===== config.mk =====
export PLATFORM = sky130hd
export DESIGN_NAME = lmsm_sequencer
export DESIGN_NICKNAME = d
export VERILOG_FILES = /design/src/rtl/lmsm_sequencer.sv
export SDC_FILE = /design/constraint.sdc
export NUM_CORES = 1
export LEC_CHECK = 0
export ABC_CLOCK_PERIOD_IN_PS = 2650
export BUFFER_PORTS_ARGS = -buffer_cell sky130_fd_sc_hd__buf_2
export CAP_MARGIN = 5
export CELL_PAD_IN_SITES_DETAIL_PLACEMENT = 0
export CELL_PAD_IN_SITES_GLOBAL_PLACEMENT = 2
export CORE_MARGIN = 2
export CORE_UTILIZATION = 23
export DETAILED_ROUTE_END_ITERATION = 6
export GPL_TIMING_DRIVEN = 0
export PLACE_DENSITY_LB_ADDON = 0.12
export SLEW_MARGIN = 20
export SYNTH_ARGS = -nofsm -noshare
export SYNTH_HDL_FRONTEND = slang
export SYNTH_SLANG_ARGS = --single-unit

===== constraint.sdc =====
create_clock -name clk -period 2.65 [get_ports clk]
set_clock_uncertainty 0.1 [all_clocks]
set_input_delay 0.265 -clock clk [delete_from_list [all_inputs] [get_ports clk]]
set_output_delay 0.265 -clock clk [all_outputs]
set_load 0.03 [all_outputs]

===== src/rtl/lmsm_sequencer.sv =====
// Load-multiple / store-multiple sequencer for the MEM stage.
// It issues one memory transfer per selected register, lowest register first.
module lmsm_sequencer #(
    parameter int DATA_W = 16,
    parameter int NREG   = 8,
    localparam int IDX_W = $clog2(NREG)
) (
    input  logic              clk,
    input  logic              rst_n,
    input  logic              start,
    input  logic              is_store,
    input  logic [NREG-1:0]   reg_mask,
    input  logic [DATA_W-1:0] base_addr,
    input  logic [DATA_W-1:0] mem_rdata,
    input  logic [DATA_W-1:0] rf_rdata,
    output logic              mem_rd,
    output logic              mem_wr,
    output logic [DATA_W-1:0] mem_addr,
    output logic [DATA_W-1:0] mem_wdata,
    output logic [IDX_W-1:0]  rf_raddr,
    output logic              rf_we,
    output logic [IDX_W-1:0]  rf_waddr,
    output logic [DATA_W-1:0] rf_wdata,
    output logic              busy,
    output logic              done
);

    typedef enum logic [1:0] {
        S_IDLE,
        S_XFER,
        S_DONE
    } state_e;

    state_e            state_q;
    logic              dir_q;
    logic [NREG-1:0]   rem_q;
    logic [DATA_W-1:0] addr_q;

    logic [IDX_W-1:0]  curIdx;
    logic [NREG-1:0]   rem_d;

    // Lowest set bit wins, so registers go out in ascending order.
    always_comb begin
        curIdx = '0;
        for (int i = NREG - 1; i >= 0; i--) begin
            if (rem_q[i]) begin
                curIdx = IDX_W'(i);
            end
        end
    end

    assign rem_d = rem_q & ~(NREG'(1) << curIdx);

    always_ff @(posedge clk or negedge rst_n) begin
        if (!rst_n) begin
            state_q <= S_IDLE;
            dir_q   <= 1'b0;
            rem_q   <= '0;
            addr_q  <= '0;
        end else begin
            case (state_q)
                S_IDLE: begin
                    if (start) begin
                        dir_q   <= is_store;
                        rem_q   <= reg_mask;
                        addr_q  <= base_addr;
                        state_q <= (reg_mask != '0) ? S_XFER : S_DONE;
                    end
                end
                S_XFER: begin
                    rem_q   <= rem_d;
                    addr_q  <= addr_q + DATA_W'(1);
                    state_q <= (rem_d == '0) ? S_DONE : S_XFER;
                end
                S_DONE: begin
                    state_q <= S_IDLE;
                end
                default: begin
                    state_q <= S_IDLE;
                end
            endcase
        end
    end

    // Outputs depend only on registered state, plus the read data passed through during a transfer.
    always_comb begin
        mem_rd    = 1'b0;
        mem_wr    = 1'b0;
        mem_addr  = '0;
        mem_wdata = '0;
        rf_raddr  = '0;
        rf_we     = 1'b0;
        rf_waddr  = '0;
        rf_wdata  = '0;
        busy      = 1'b0;
        done      = 1'b0;
        case (state_q)
            S_XFER: begin
                busy     = 1'b1;
                mem_addr = addr_q;
                if (dir_q) begin
                    mem_wr    = 1'b1;
                    rf_raddr  = curIdx;
                    mem_wdata = rf_rdata;
                end else begin
                    mem_rd   = 1'b1;
                    rf_we    = 1'b1;
                    rf_waddr = curIdx;
                    rf_wdata = mem_rdata;
                end
            end
            S_DONE: begin
                done = 1'b1;
            end
            default: begin
            end
        endcase
    end

endmodule


==> results.tsv <==
metric	value	unit
placed_area	2874	um^2
viasPerCell	5.012	
drive_above_1_share	0.3528	
synth.cell_area	2145	um^2
p_per_area	1290	nW/um^2
dp_hpwl	6.502	mm
ant_nets	0	
synth_ff_type	dfrtp_1	
die-width	100.6	um
die_h	100.6	um
wl_per_cell	16.92	um
cp_max_fo	10	
ys_ff_latch	27	
tightest_slew	0.8903	ns
setup_viol	0	
track_usage	0.1700	
vias	2531	
instances_no_fill	505	
area_delta_synth_final	36.87	%
period_needed	2.439	ns
ys_async_sr_fraction	1.000	
cts_made_buffers	3	
cap_viol_max_count	0	
slew_headroom	0.4052	
drtIter0Drc	143	
synth_nets	334	
dpl.cell_count	502	
critical_path_class	flip-flop to primary output	
worstSkewPairLatency	0.29	ns
avgSynthCellArea	7.856	um^2
antenna_found_initial	0	
startpoint_type	flip-flop	
overflow	0	
clk_pin_slew	0.11	ns
dieArea	10110	um^2
firstDrtPassIters	4	
synth_area_leaders	dfrtp_1 (32%), and2_1 (7.9%), and3_1 (5.0%)	
cp_data_arrival_time	2.07	ns
cts_buffer_depth	2	
hp-class	primary input to flip-flop	
grt_pass1_wl	13.49	mm
cts_tree	built	
fmax	0.4101	GHz
core-area	9153	um^2
grt_max_degree	28	
status	finished clean	
synth_edf_count	0	
whs	0.1067	ns
clock-root-buffer	clkbuf_8	
antenna_cells	0	
vdd_ir_drop_max	0.0004549	V
synth_seq_area_share	0.3151	
synth_top_area_cell	dfrtp_1	
pin_count	119	
initial_utilization	0.2343	
end_kind	primary output	
syn_inst	273	
final_hold_viol_count	0	
fin_crit_sh	0.9202	
htreeDepth	1	
portBuffers	118	
synth_warnings	0	
drc_errors	0	
routabilityCongestion	0.7694	
synth_common_cells	and2_1 (27), dfrtp_1 (27), nor2_1 (18), and3_1 (17), nand2_1 (17)	
grt_pass1_vias	2379	
rows	35	
rsz0062_at_grt	false	
design_area	2935	um^2
tns	0	ns
drt_wl_total	8.545	mm
required	2.29	ns
worst_slack	0.2114	ns
pre_cts_ws	0.05967	ns
clock_sinks	27	
synth_top_area_frac	0.3151	
yosys.cell_types.count	53	
leakagePower	0.001515	uW
nNetsFinal	456	
maxSlewViolCount	0	
-- power by group --
part	internal (uW)	switching, uW	leakage [uW]
clock	106	156	0.0000255
sequential	605	259	0.000321
combinational	915	1750	0.00117
total	1630	2160	0.00151
-- layout by cell type (no fill, tap or decap), types with 3 or more instances in the layout --
| master | instances |
|---|---|
| mux2i_1 | 6 |
| and3_1 | 17 |
| o22ai_1 | 12 |
| buf_2 | 121 |
| a31o_2 | 3 |
| inv_1 | 11 |
| a22oi_1 | 6 |
| nand4_1 | 3 |
| a211oi_1 | 4 |
| a21oi_1 | 15 |
| o21ai_0 | 15 |
| dfrtp_1 | 27 |
| a22o_1 | 3 |
| nand3_1 | 7 |
| nand2b_1 | 3 |
| nor3_1 | 6 |
| buf_1 | 3 |
| clkbuf_8 | 4 |
| nor4_1 | 6 |
| nand2_1 | 17 |
| clkbuf_1 | 10 |
| o22a_1 | 5 |
| nor2_1 | 18 |
| and2_1 | 27 |
-- layout make-up --
type / instances / area [um^2]
fillers: 1006 / 6217
multi-input cells: 209 / 1316
flip-flops and latches: 27 / 675.6
repair buffers: 119 / 600.6
well taps: 111 / 138.9
plain buffers: 21 / 105.1
inverters: 14 / 52.55
clock buffers: 3 / 41.29
clock inverters: 1 / 5.005
-- repair_timing --
action	4_1_cts	5_1_grt
endpoints found under the hold margin	27	0
endpoints found under the setup margin	30	14
buffers inserted	0	0
hold buffers	1	0
gates resized for setup	4	2
-- sequential cells by signal, indices dropped and copies added (netlist names) --
signal	count
rem_q	8
addr_q	16
dir_q	1
state_q	2
-- logic make-up (layout without fill, tap and decap cells) --
group           after synthesis  after routing  synth area share
mux                           7              7           0.03326
xor+xnor                      1              1          0.004085
flops                        27             27            0.3151
compound gates               87             87            0.2812
buf+inv                      37            158           0.07468
fa+ha+maj                     1              1          0.005833
simple gates                113            113            0.2859
-- through the flow --
stage | util | total power [uW]
floorplan | - | 2728
finish | 0.3207 | 3787
global placement | 0.3140 | 3541
detailed placement | 0.3140 | 3551
global route | 0.3207 | 4159
CTS | 0.3207 | 3832
-- critical path, stage by stage (launching register included) --
cell	delay, ns
dfrtp_1	0.33
clkbuf_4	0.21
buf_1	0.43
buf_1	0.51
nor2_1	0.10
buf_2	0.20
-- worst paths after layout --
kind | cells past startpoint | from | slack [ns] | endpoint
max | 5 | state_q[0]$_DFFE_PN0P_ | 0.21 | done
min | 2 | is_store | 0.11 | dir_q$_DFFE_PN0P_
max reg2reg | 5 | addr_q[0]$_DFFE_PN0P_ | 0.52 | addr_q[10]$_DFFE_PN0P_
min reg2reg | 2 | addr_q[15]$_DFFE_PN0P_ | 0.49 | addr_q[15]$_DFFE_PN0P_
max in group asynchronous | 2 | rst_n | 1.58 | dir_q$_DFFE_PN0P_
min in group asynchronous | 2 | rst_n | 0.43 | addr_q[2]$_DFFE_PN0P_
-- per-layer routing --
layer / vias up / routed length (um) / GRT usage
met1: 1189 / 3761 / 0.2347
met4: 0 / 47 / 0.04215
met5: - / 0 / 0
met3: 5 / 396 / 0.01803
li1: 1258 / - / -
met2: 79 / 4339 / 0.2845
No activity file was read; power rests on OpenSTA's default activity.
